$ cat config.mk
export PLATFORM = sky130hd
export DESIGN_NAME = fetch_sequencer
export DESIGN_NICKNAME = d
export VERILOG_FILES = /design/src/rtl/fetch_sequencer_pkg.sv /design/src/rtl/fetch_sequencer_wdog.sv /design/src/rtl/fetch_sequencer.sv
export SDC_FILE = /design/constraint.sdc
export NUM_CORES = 1
export LEC_CHECK = 0
export CORE_MARGIN = 2
export CORE_UTILIZATION = 46
export CTS_CLUSTER_DIAMETER = 120
export DETAILED_ROUTE_END_ITERATION = 7
export GPL_TIMING_DRIVEN = 0
export PLACE_DENSITY = 0.86
export SLEW_MARGIN = 20
export SYNTH_ARGS = -nofsm -noshare
export SYNTH_HDL_FRONTEND = slang
export SYNTH_HIERARCHICAL = 1
export SYNTH_SLANG_ARGS = --single-unit
export TNS_END_PERCENT = 100
$ cat constraint.sdc
create_clock -name clk -period 2.6 [get_ports clk]
set_input_delay 0.39 -clock clk [delete_from_list [all_inputs] [get_ports clk]]
set_output_delay 0.39 -clock clk [all_outputs]
set_load 0.03 [all_outputs]
$ cat src/rtl/fetch_sequencer_pkg.sv
// Shared definitions for the fetch sequencer: default sizes, opcode encodings, FSM states.
package fetch_sequencer_pkg;

  localparam int unsigned FS_PC_W      = 8;
  localparam int unsigned FS_OP_W      = 5;
  localparam int unsigned FS_BAMT_W    = 15;
  localparam int unsigned FS_MEM_LAT   = 2;
  localparam int unsigned FS_WDOG_MAX  = 4096;

  // Opcodes the sequencer reacts to; every other encoding advances PC by one.
  localparam logic [FS_OP_W-1:0] NOP  = 5'd0;
  localparam logic [FS_OP_W-1:0] HALT = 5'd1;
  localparam logic [FS_OP_W-1:0] LD   = 5'd2;
  localparam logic [FS_OP_W-1:0] ST   = 5'd3;
  localparam logic [FS_OP_W-1:0] BA   = 5'd4;
  localparam logic [FS_OP_W-1:0] BL   = 5'd5;
  localparam logic [FS_OP_W-1:0] BG   = 5'd6;
  localparam logic [FS_OP_W-1:0] BE   = 5'd7;

  typedef enum logic [1:0] {IDLE, RUN, WAIT, HALT_S} fetch_state_t;

endpackage

$ cat src/rtl/fetch_sequencer_wdog.sv
// Watchdog cycle counter for fetch_sequencer (built only when FETCH_WATCHDOG_EN is defined).
module fetch_wdog
  import fetch_sequencer_pkg::*;
#(
  parameter int unsigned WDOG_MAX = FS_WDOG_MAX
) (
  input  logic clk,
  input  logic reset,
  input  logic clear_i,
  input  logic active_i,
  output logic expire_c_o
);

  localparam int unsigned WD_W = $clog2(WDOG_MAX + 1);

  logic [WD_W-1:0] cnt_q;
  logic [WD_W-1:0] cnt_d;

  // Count active cycles since the last program start, saturating at the limit.
  always_comb begin
    cnt_d = cnt_q;
    if (clear_i) begin
      cnt_d = '0;
    end else if (active_i && (cnt_q != WD_W'(WDOG_MAX))) begin
      cnt_d = cnt_q + WD_W'(1);
    end
  end

  // Counter register.
  always_ff @(posedge clk) begin
    if (reset) begin
      cnt_q <= '0;
    end else begin
      cnt_q <= cnt_d;
    end
  end

  // Last allowed active cycle: the sequencer halts with a fault on the next edge.
  assign expire_c_o = active_i && (cnt_q == WD_W'(WDOG_MAX - 1));

endmodule

$ cat src/rtl/fetch_sequencer.sv
// Program-counter sequencer: IDLE/RUN/WAIT/HALT control of PC for the core.
// Optional watchdog halt enabled by defining FETCH_WATCHDOG_EN.
module fetch_sequencer
  import fetch_sequencer_pkg::*;
#(
  parameter int unsigned PC_W     = FS_PC_W,
  parameter int unsigned OP_W     = FS_OP_W,
  parameter int unsigned BAMT_W   = FS_BAMT_W,
  parameter int unsigned MEM_LAT  = FS_MEM_LAT,
  parameter int unsigned WDOG_MAX = FS_WDOG_MAX
) (
  input  logic              clk,
  input  logic              reset,
  input  logic              start,
  input  logic [PC_W-1:0]   start_addr,
  input  logic [OP_W-1:0]   op,
  input  logic              z,
  input  logic              lt,
  input  logic [BAMT_W-1:0] bamt,
  output logic [PC_W-1:0]   PC,
  output logic              instr_valid,
  output logic              done,
  output logic              fault
);

  localparam int unsigned CNT_W = (MEM_LAT > 1) ? $clog2(MEM_LAT) : 1;

  fetch_state_t     state_q, state_d;
  logic [PC_W-1:0]  pc_q, pc_d;
  logic [CNT_W-1:0] cnt_q, cnt_d;
  logic             done_q, done_d;
  logic             fault_q, fault_d;
  logic             iv_q, iv_d;
  logic             start_ok;
  logic             wd_expire;

  // Branch condition decode for the opcode currently at PC.
  function automatic logic branch_taken(input logic [OP_W-1:0] o, input logic zf,
                                        input logic ltf);
    return (o == OP_W'(BA)) || ((o == OP_W'(BL)) && ltf) ||
           ((o == OP_W'(BG)) && !ltf) || ((o == OP_W'(BE)) && zf);
  endfunction

  // Next-state, PC and status logic.
  always_comb begin
    state_d  = state_q;
    pc_d     = pc_q;
    cnt_d    = cnt_q;
    done_d   = done_q;
    fault_d  = fault_q;
    start_ok = 1'b0;
    case (state_q)
      IDLE: begin
        if (start) begin
          start_ok = 1'b1;
          pc_d     = start_addr;
          state_d  = RUN;
        end
      end
      RUN: begin
        if (op == OP_W'(HALT)) begin
          state_d = HALT_S;
          done_d  = 1'b1;
        end else if (wd_expire) begin
          state_d = HALT_S;
          done_d  = 1'b1;
          fault_d = 1'b1;
        end else if ((op == OP_W'(LD)) || (op == OP_W'(ST))) begin
          state_d = WAIT;
          cnt_d   = CNT_W'(MEM_LAT - 1);
        end else if (branch_taken(op, z, lt)) begin
          pc_d = pc_q + bamt[PC_W-1:0];
        end else begin
          pc_d = pc_q + PC_W'(1);
        end
      end
      WAIT: begin
        if (wd_expire) begin
          state_d = HALT_S;
          done_d  = 1'b1;
          fault_d = 1'b1;
        end else if (cnt_q != '0) begin
          cnt_d = cnt_q - CNT_W'(1);
        end else begin
          pc_d    = pc_q + PC_W'(1);
          state_d = RUN;
        end
      end
      HALT_S: begin
        if (start) begin
          start_ok = 1'b1;
          done_d   = 1'b0;
          fault_d  = 1'b0;
          pc_d     = start_addr;
          state_d  = RUN;
        end
      end
      default: state_d = IDLE;
    endcase
  end

  // instr_valid is registered from the next state so it is high exactly while in RUN.
  assign iv_d = (state_d == RUN);

  // State and output registers.
  always_ff @(posedge clk) begin
    if (reset) begin
      state_q <= IDLE;
      pc_q    <= '0;
      cnt_q   <= '0;
      done_q  <= 1'b0;
      fault_q <= 1'b0;
      iv_q    <= 1'b0;
    end else begin
      state_q <= state_d;
      pc_q    <= pc_d;
      cnt_q   <= cnt_d;
      done_q  <= done_d;
      fault_q <= fault_d;
      iv_q    <= iv_d;
    end
  end

  assign PC          = pc_q;
  assign instr_valid = iv_q;
  assign done        = done_q;

`ifdef FETCH_WATCHDOG_EN
  // Watchdog counts RUN/WAIT cycles and restarts with each accepted start.
  fetch_wdog #(
    .WDOG_MAX(WDOG_MAX)
  ) u_wdog (
    .clk       (clk),
    .reset     (reset),
    .clear_i   (start_ok),
    .active_i  ((state_q == RUN) || (state_q == WAIT)),
    .expire_c_o(wd_expire)
  );

  assign fault = fault_q;
`else
  // Without the watchdog a program may run indefinitely and never faults.
  logic unused_cfg;

  assign wd_expire  = 1'b0;
  assign fault      = 1'b0;
  assign unused_cfg = start_ok ^ fault_q ^ (WDOG_MAX == 0);
`endif

  // Upper offset bits are beyond the PC range and drop out of the modular add.
  logic unused_bamt;
  assign unused_bamt = ^bamt[BAMT_W-1:PC_W];

endmodule

==> out/qor.yml, run 1 <==
logic_synthesis:
  synth_commonest_cells: "a21oi_1, nand2_1, dfxtp_1"
  syn-num-nets: 212
  netlist_top_cells_area: "dfxtp_1, ha_1, a21oi_1"
  yosys_warnings: 6
  synth_area_leader_cell: "dfxtp_1"
  synth_seq_area_share: 0.194
  ys_types: 52
  synth_area_um2: 1340
  synth_cells: 166
  synthArstFlopShare: 0
  synth_top_area_frac: 0.194
  synth_most_common_cell: "a21oi_1"
  synth_seq_cells: 13
  synth-edff-count: 0
  synthFlopType: "dfxtp_1"
  synth.avg_cell_area_um2: 8.09
power:
  powerDensity_nw_per_um2: 546
  vdd_drop_max_uv: 454
  finalPower_uw: 960
  power.leakage_nw: 0.664
timing:
  maxSlewViolCount: 0
  tightest_slew_ns: 0.539
  setup_viol: 0
  finalCriticalPeriod_ns: 2.42
  min_period_over_period: 0.931
  rsz0062_at_grt: "false"
  finalHoldViolations: 0
  fin_setup_tns_ns: 0
  slew_headroom: 0.641
  fmax_mhz: 413
  skew_ns: 0.00771
global_route:
  grt_overflow_total: 0
  grt_start_max_net_pins: 11
  grt_pass1_vias: 1353
  antenna_found_initial: 0
  grt_use_total: 0.223
  grt_pass1_wl_um: 5850
clocking:
  cts.sinks: 13
  clk_transition_reported_paths_ns: 0.10
  post_cts_buffers: 0
  htreeDepth: 1
  cts_root_buf: "clkbuf_4"
  cts_buffer_depth: 2
  post_cts_resized: 0
  cts_tree: "yes"
  clkLatencyLatePin_ns: 0.30
  cts_buffers: 3
  hold_buffers: 0
worst_hold_path:
  worstHoldPathType: "flip-flop to flip-flop"
  min_path_cells: 2
critical_path:
  required_ns: 2.80
  r2r_cells: 9
  worstSetupStartpointType: "flip-flop"
  cp-end-kind: "flip-flop"
  crit_arrival_ns: 2.62
  timing_worst_setup_path_type: "flip-flop to flip-flop"
  worst-path-max-fanout: 9
floorplan:
  row_count: 19
  die_w_um: 58.0
  core-area_um2: 2760
  ios: 44
  dieArea_um2: 3370
  start_util: 0.487
  die_y_um: 58.0
finish:
  design_area_um2: 1760
  finalNetCount: 252
  antenna_cells: 0
  area_delta_synth_final_pct: 31.0
  drive_gt1_frac: 0.0927
  finalNonFillerCells: 236
flow_run:
  cap_violations: 0
outcome:
  status: "finished clean"
detailed_routing:
  drc: 0
  drt-pass1-iter-count: 4
  antenna_left: 0
  via_count: 1421
  wl_per_cell_um: 15.3
  vias_per_cell: 6.02
  drt-initial-drc-count: 46
  routed_wl_um: 3610
place:
  place_hpwl_um: 2800
  postPlaceCellArea_um2: 1730
  port_buffers: 35
  gp_congestion: 0.829
  dp.cells: 232
-- final timing paths --
check / start / end / slack (ns)
setup / recovery: state_q[0] / PC[7] / 0.18
hold / removal: done / done / 0.49
hold reg to reg: done / done / 0.49
setup reg to reg: state_q[0] / PC[7] / 0.18
-- through the flow --
| step | utilization | hold slack, ns | setup WS (ns) |
|---|---|---|---|
| after detailed placement | 0.628 | 0.477 | -0.113 |
| after floorplan | - | 0.481 | 0.408 |
| final | 0.638 | 0.491 | 0.180 |
| after global placement | 0.628 | 0.462 | -0.0742 |
| after global routing | 0.638 | 0.519 | 0.0350 |
| after CTS | 0.638 | 0.490 | 0.191 |
-- metal layers --
metal | vias up | part of all wire | GRT usage
met1 | 670 | 0.43 | 0.275
met2 | 48 | 0.50 | 0.385
li1 | 698 | - | -
met3 | 5 | 0.060 | 0.0513
met5 | - | 0 | 0
met4 | 0 | 0.0080 | 0.0664
-- report_power, final --
group | internal (mW) | leakage (nW) | switching, mW
combinational | 0.248 | 0.540 | 0.290
clock | 0.0574 | 0.0177 | 0.0831
sequential | 0.231 | 0.107 | 0.0510
-- final cells by class --
type / instances / area, um^2
fillers: 249 / 998
multi-input cells: 135 / 988
repair buffers: 35 / 350
flip-flops and latches: 13 / 260
plain buffers: 7 / 52.6
inverters: 11 / 41.3
well taps: 31 / 38.8
clock buffers: 3 / 22.5
clock inverters: 1 / 5.00
-- flip-flops by register name (all words and copies together), names as in the netlist --
name and cells:
instr_valid 1, state_q 2, PC 8, cnt_q 1, done 1
-- critical path, stage by stage, from the launching register on --
cell and delay [ns]:
dfxtp_1 0.41, inv_1 0.10, ha_1 0.30, buf_4 0.17
and2b_2 0.23, a311oi_4 0.41, and2_1 0.29, nand2_1 0.07
a211o_1 0.22, o2111a_1 0.13
-- placed cells by master, fill, tap and decap left out, types with 2 or more instances in the layout --
cell             instances
a211oi_1                 4
a21o_1                   2
a21oi_1                 19
a221oi_1                 4
a31oi_1                  3
a32oi_1                  2
buf_4                    2
clkbuf_1                 2
clkbuf_4                 3
clkdlybuf4s50_1         35
dfxtp_1                 13
ha_1                    12
inv_1                   11
mux2i_1                  2
nand2_1                 14
nand3_1                  7
nor2_1                  11
nor2b_1                  2
nor3_1                   4
o21a_1                   4
o21ai_0                  7
o221ai_1                 2
xnor2_1                  3
xor2_1                   6
-- logic make-up (layout without fill, tap and decap cells) --
| family | after synthesis | in the layout | synth area share |
|---|---|---|---|
| AOI/OAI and AO/OA | 62 | 62 | 0.350 |
| xor gates and xnor gates | 9 | 9 | 0.0587 |
| adders and majority gates | 13 | 13 | 0.127 |
| buffers and inverters | 18 | 57 | 0.0699 |
| DFF | 13 | 13 | 0.194 |
| muxes | 3 | 3 | 0.0261 |
| other | 1 | 1 | 0.00279 |
| and+or+nand+nor | 47 | 47 | 0.172 |
Note: power is estimated with default switching activity, not from simulation.
==> inputs of run 2 (changes only) <==
PLACE_DENSITY = 0.89   (was 0.86)
clock period = 2.45 ns   (was 2.6 ns; I/O delays follow)
==> run 2 against run 1 <==
Effect of this change:
- combinational power up 7.8%
- die area did not move
- flip-flop and latch count did not move
- sequential power grew 6%
- hold slack gained 0.010 ns
- largest cell class unchanged
==> out/qor.yml, run 2 (synthesis gave the netlist of run 1 again) <==
outcome:
  status: "finished clean"
timing:
  fin_hold_ws_ns: 0.501  # +0.00995 ns
  fmax_mhz: 435
  finalHoldViolations: 0  # unchanged
  setup_viol: 0  # unchanged
  min_period_over_period: 0.938
  finalCriticalPeriod_ns: 2.30
  slew_headroom: 0.654  # +0.0135
  tightest_slew_ns: 0.516  # -0.0231 ns
  maxSlewViolCount: 0  # unchanged
  rsz0062_at_grt: "false"
  skew_ns: 0.00806  # +0.000357 ns
detailed_routing:
  vias_per_cell: 5.97  # -0.84%
  drt-pass1-iter-count: 4  # unchanged
  routed_wl_um: 3450  # -4.5%
  drt-initial-drc-count: 46  # unchanged
  via_count: 1421  # unchanged
  wl_per_cell_um: 14.5  # -5.3%
  drc: 0  # unchanged
  antenna_left: 0  # unchanged
critical_path:
  timing_worst_setup_path_type: "primary input to flip-flop"
  cp-end-kind: "flip-flop"
  path_cells: "clkdlybuf4s50_1 > ha_1 > a211oi_2 > o21ai_0 > a31oi_1 > xor2_1 > a21oi_1 > o2111a_1"
  worstSetupStartpointType: "primary input"
  crit_family: "compound AO/OA/AOI/OAI gates"
  worst-path-max-fanout: 3  # -6
  crit_buf_inv: 1  # -1
  required_ns: 2.64  # -0.16 ns
  cpPeakStageDelay_ns: 0.43  # +0.02 ns
  r2r_cells: 9  # unchanged
  crit_cells: 8  # -1
  crit_arrival_ns: 2.49  # -0.13 ns
  slowest_stage: "clkdlybuf4s50_1"
finish:
  final_common_cell: "clkdlybuf4s50_1"
  antenna_cells: 0  # unchanged
  largest_reg_flops: 8  # unchanged
  finalNonFillerCells: 238  # +0.85%
  final_cell_mix: "clkdlybuf4s50_1, a21oi_1, nand2_1, dfxtp_1, ha_1"
  area_delta_synth_final_pct: 32.6
  utilization: 0.646  # +0.00771
  drive_gt1_frac: 0.111  # +0.0184
  finalNetCount: 254  # +0.79%
clocking:
  cts_buffer_depth: 2  # unchanged
  htreeDepth: 1  # unchanged
  cts_root_buf: "clkbuf_4"
  cts_tree: "yes"
  clk_transition_reported_paths_ns: 0.09  # about the same
  clkLatencyLatePin_ns: 0.29  # about the same
  cts.sinks: 13  # unchanged
  cts_buffers: 3  # unchanged
  hold_buffers: 0  # unchanged
power:
  powerDensity_nw_per_um2: 572  # +4.8%
  power_frac_seq: 0.293  # about the same
  power.leakage_nw: 0.676  # +1.7%
  finalPower_mw: 1.02  # +6.0%
  clkPwrFrac: 0.138  # -0.008
  p_sw_frac: 0.433  # -0.00902
  power_frac_comb: 0.569  # +0.009
  p_int_uw: 577  # +7.7%
  vdd_drop_max_uv: 605  # +33%
  power.switching_uw: 441  # +3.9%
global_route:
  grt_use_total: 0.212  # -0.0111
  grt_start_max_net_pins: 11  # unchanged
  grt_pass1_wl_um: 5630  # -3.8%
  grt_overflow_total: 0  # unchanged
  grt_pass1_vias: 1246  # -7.9%
  antenna_found_initial: 0  # unchanged
floorplan:
  start_util: 0.487  # unchanged
  ios: 44  # unchanged
  die_w_um: 58.0  # unchanged
  die_y_um: 58.0  # unchanged
  row_count: 19  # unchanged
  core-area_um2: 2760  # unchanged
  dieArea_um2: 3370  # unchanged
worst_hold_path:
  worstHoldPathType: "flip-flop to flip-flop"
  min_path_cells: 2  # unchanged
place:
  dp.cells: 232  # unchanged
  gp_congestion: 0.823  # -0.78%
  port_buffers: 35  # unchanged
  place_hpwl_um: 2620  # -6.1%
flow_run:
  cap_violations: 0  # unchanged
## run 2: layer usage
metal  vias to the layer above  part of all wire  routed length [um]  track usage
met2                        53              0.48                1650        0.344
met1                       661              0.45                1560        0.292
met4                         0            0.0072                  25       0.0332
met3                         4             0.063                 218       0.0491
met5                         -                 0                   0            0
li1                        703                 -                   -            -
## run 2: power by group through the flow
stage	Clock, mW	Sequential (mW)	Combinational (mW)
2_1_floorplan	0	0.346	0.336
3_3_place_gp	0	0.300	0.550
3_5_place_dp	0	0.301	0.561
4_1_cts	0.144	0.296	0.564
5_1_grt	0.155	0.304	0.638
6_report	0.140	0.298	0.580
## run 2: layout make-up
class / count / area (um^2)
Multi-Input combinational cell: 135 / 995
Fill cell: 248 / 977
Timing Repair Buffer: 37 / 365
Sequential cell: 13 / 260
Buffer: 7 / 52.6
Inverter: 11 / 41.3
Tap cell: 31 / 38.8
Clock buffer: 3 / 22.5
Clock inverter: 1 / 5.00
## run 2: what timing repair did
item	CTS	global route
endpoints found under the setup margin	0	1
gates resized for setup	0	3
buffers inserted	0	2
## run 2: path summary, 6_finish.rpt
path	from	endpoint	slack, ns
setup reg to reg	state_q[0]	PC[7]	0.19
setup / recovery	bamt[1]	PC[7]	0.15
hold / removal	done	done	0.50
hold reg to reg	done	done	0.50
## run 2: worst register-to-register path: stages, from the launching register on
cell and delay (ns):
dfxtp_1 0.41, inv_1 0.10, ha_1 0.29, buf_4 0.17, and2b_2 0.23, a311oi_4 0.29
and2_2 0.26, nand2_1 0.06, a211o_1 0.22, o2111a_1 0.13
## run 2: stage by stage
stage / area (um^2) / TNS (ns) / worst slack, ns
finish: 1780 / 0 / 0.152
CTS: 1760 / 0 / 0.0104
detailed placement: 1730 / -0.523 / -0.302
floorplan: 1340 / 0 / 0.258
global placement: 1730 / -0.428 / -0.237
global route: 1780 / 0 / 0.0501
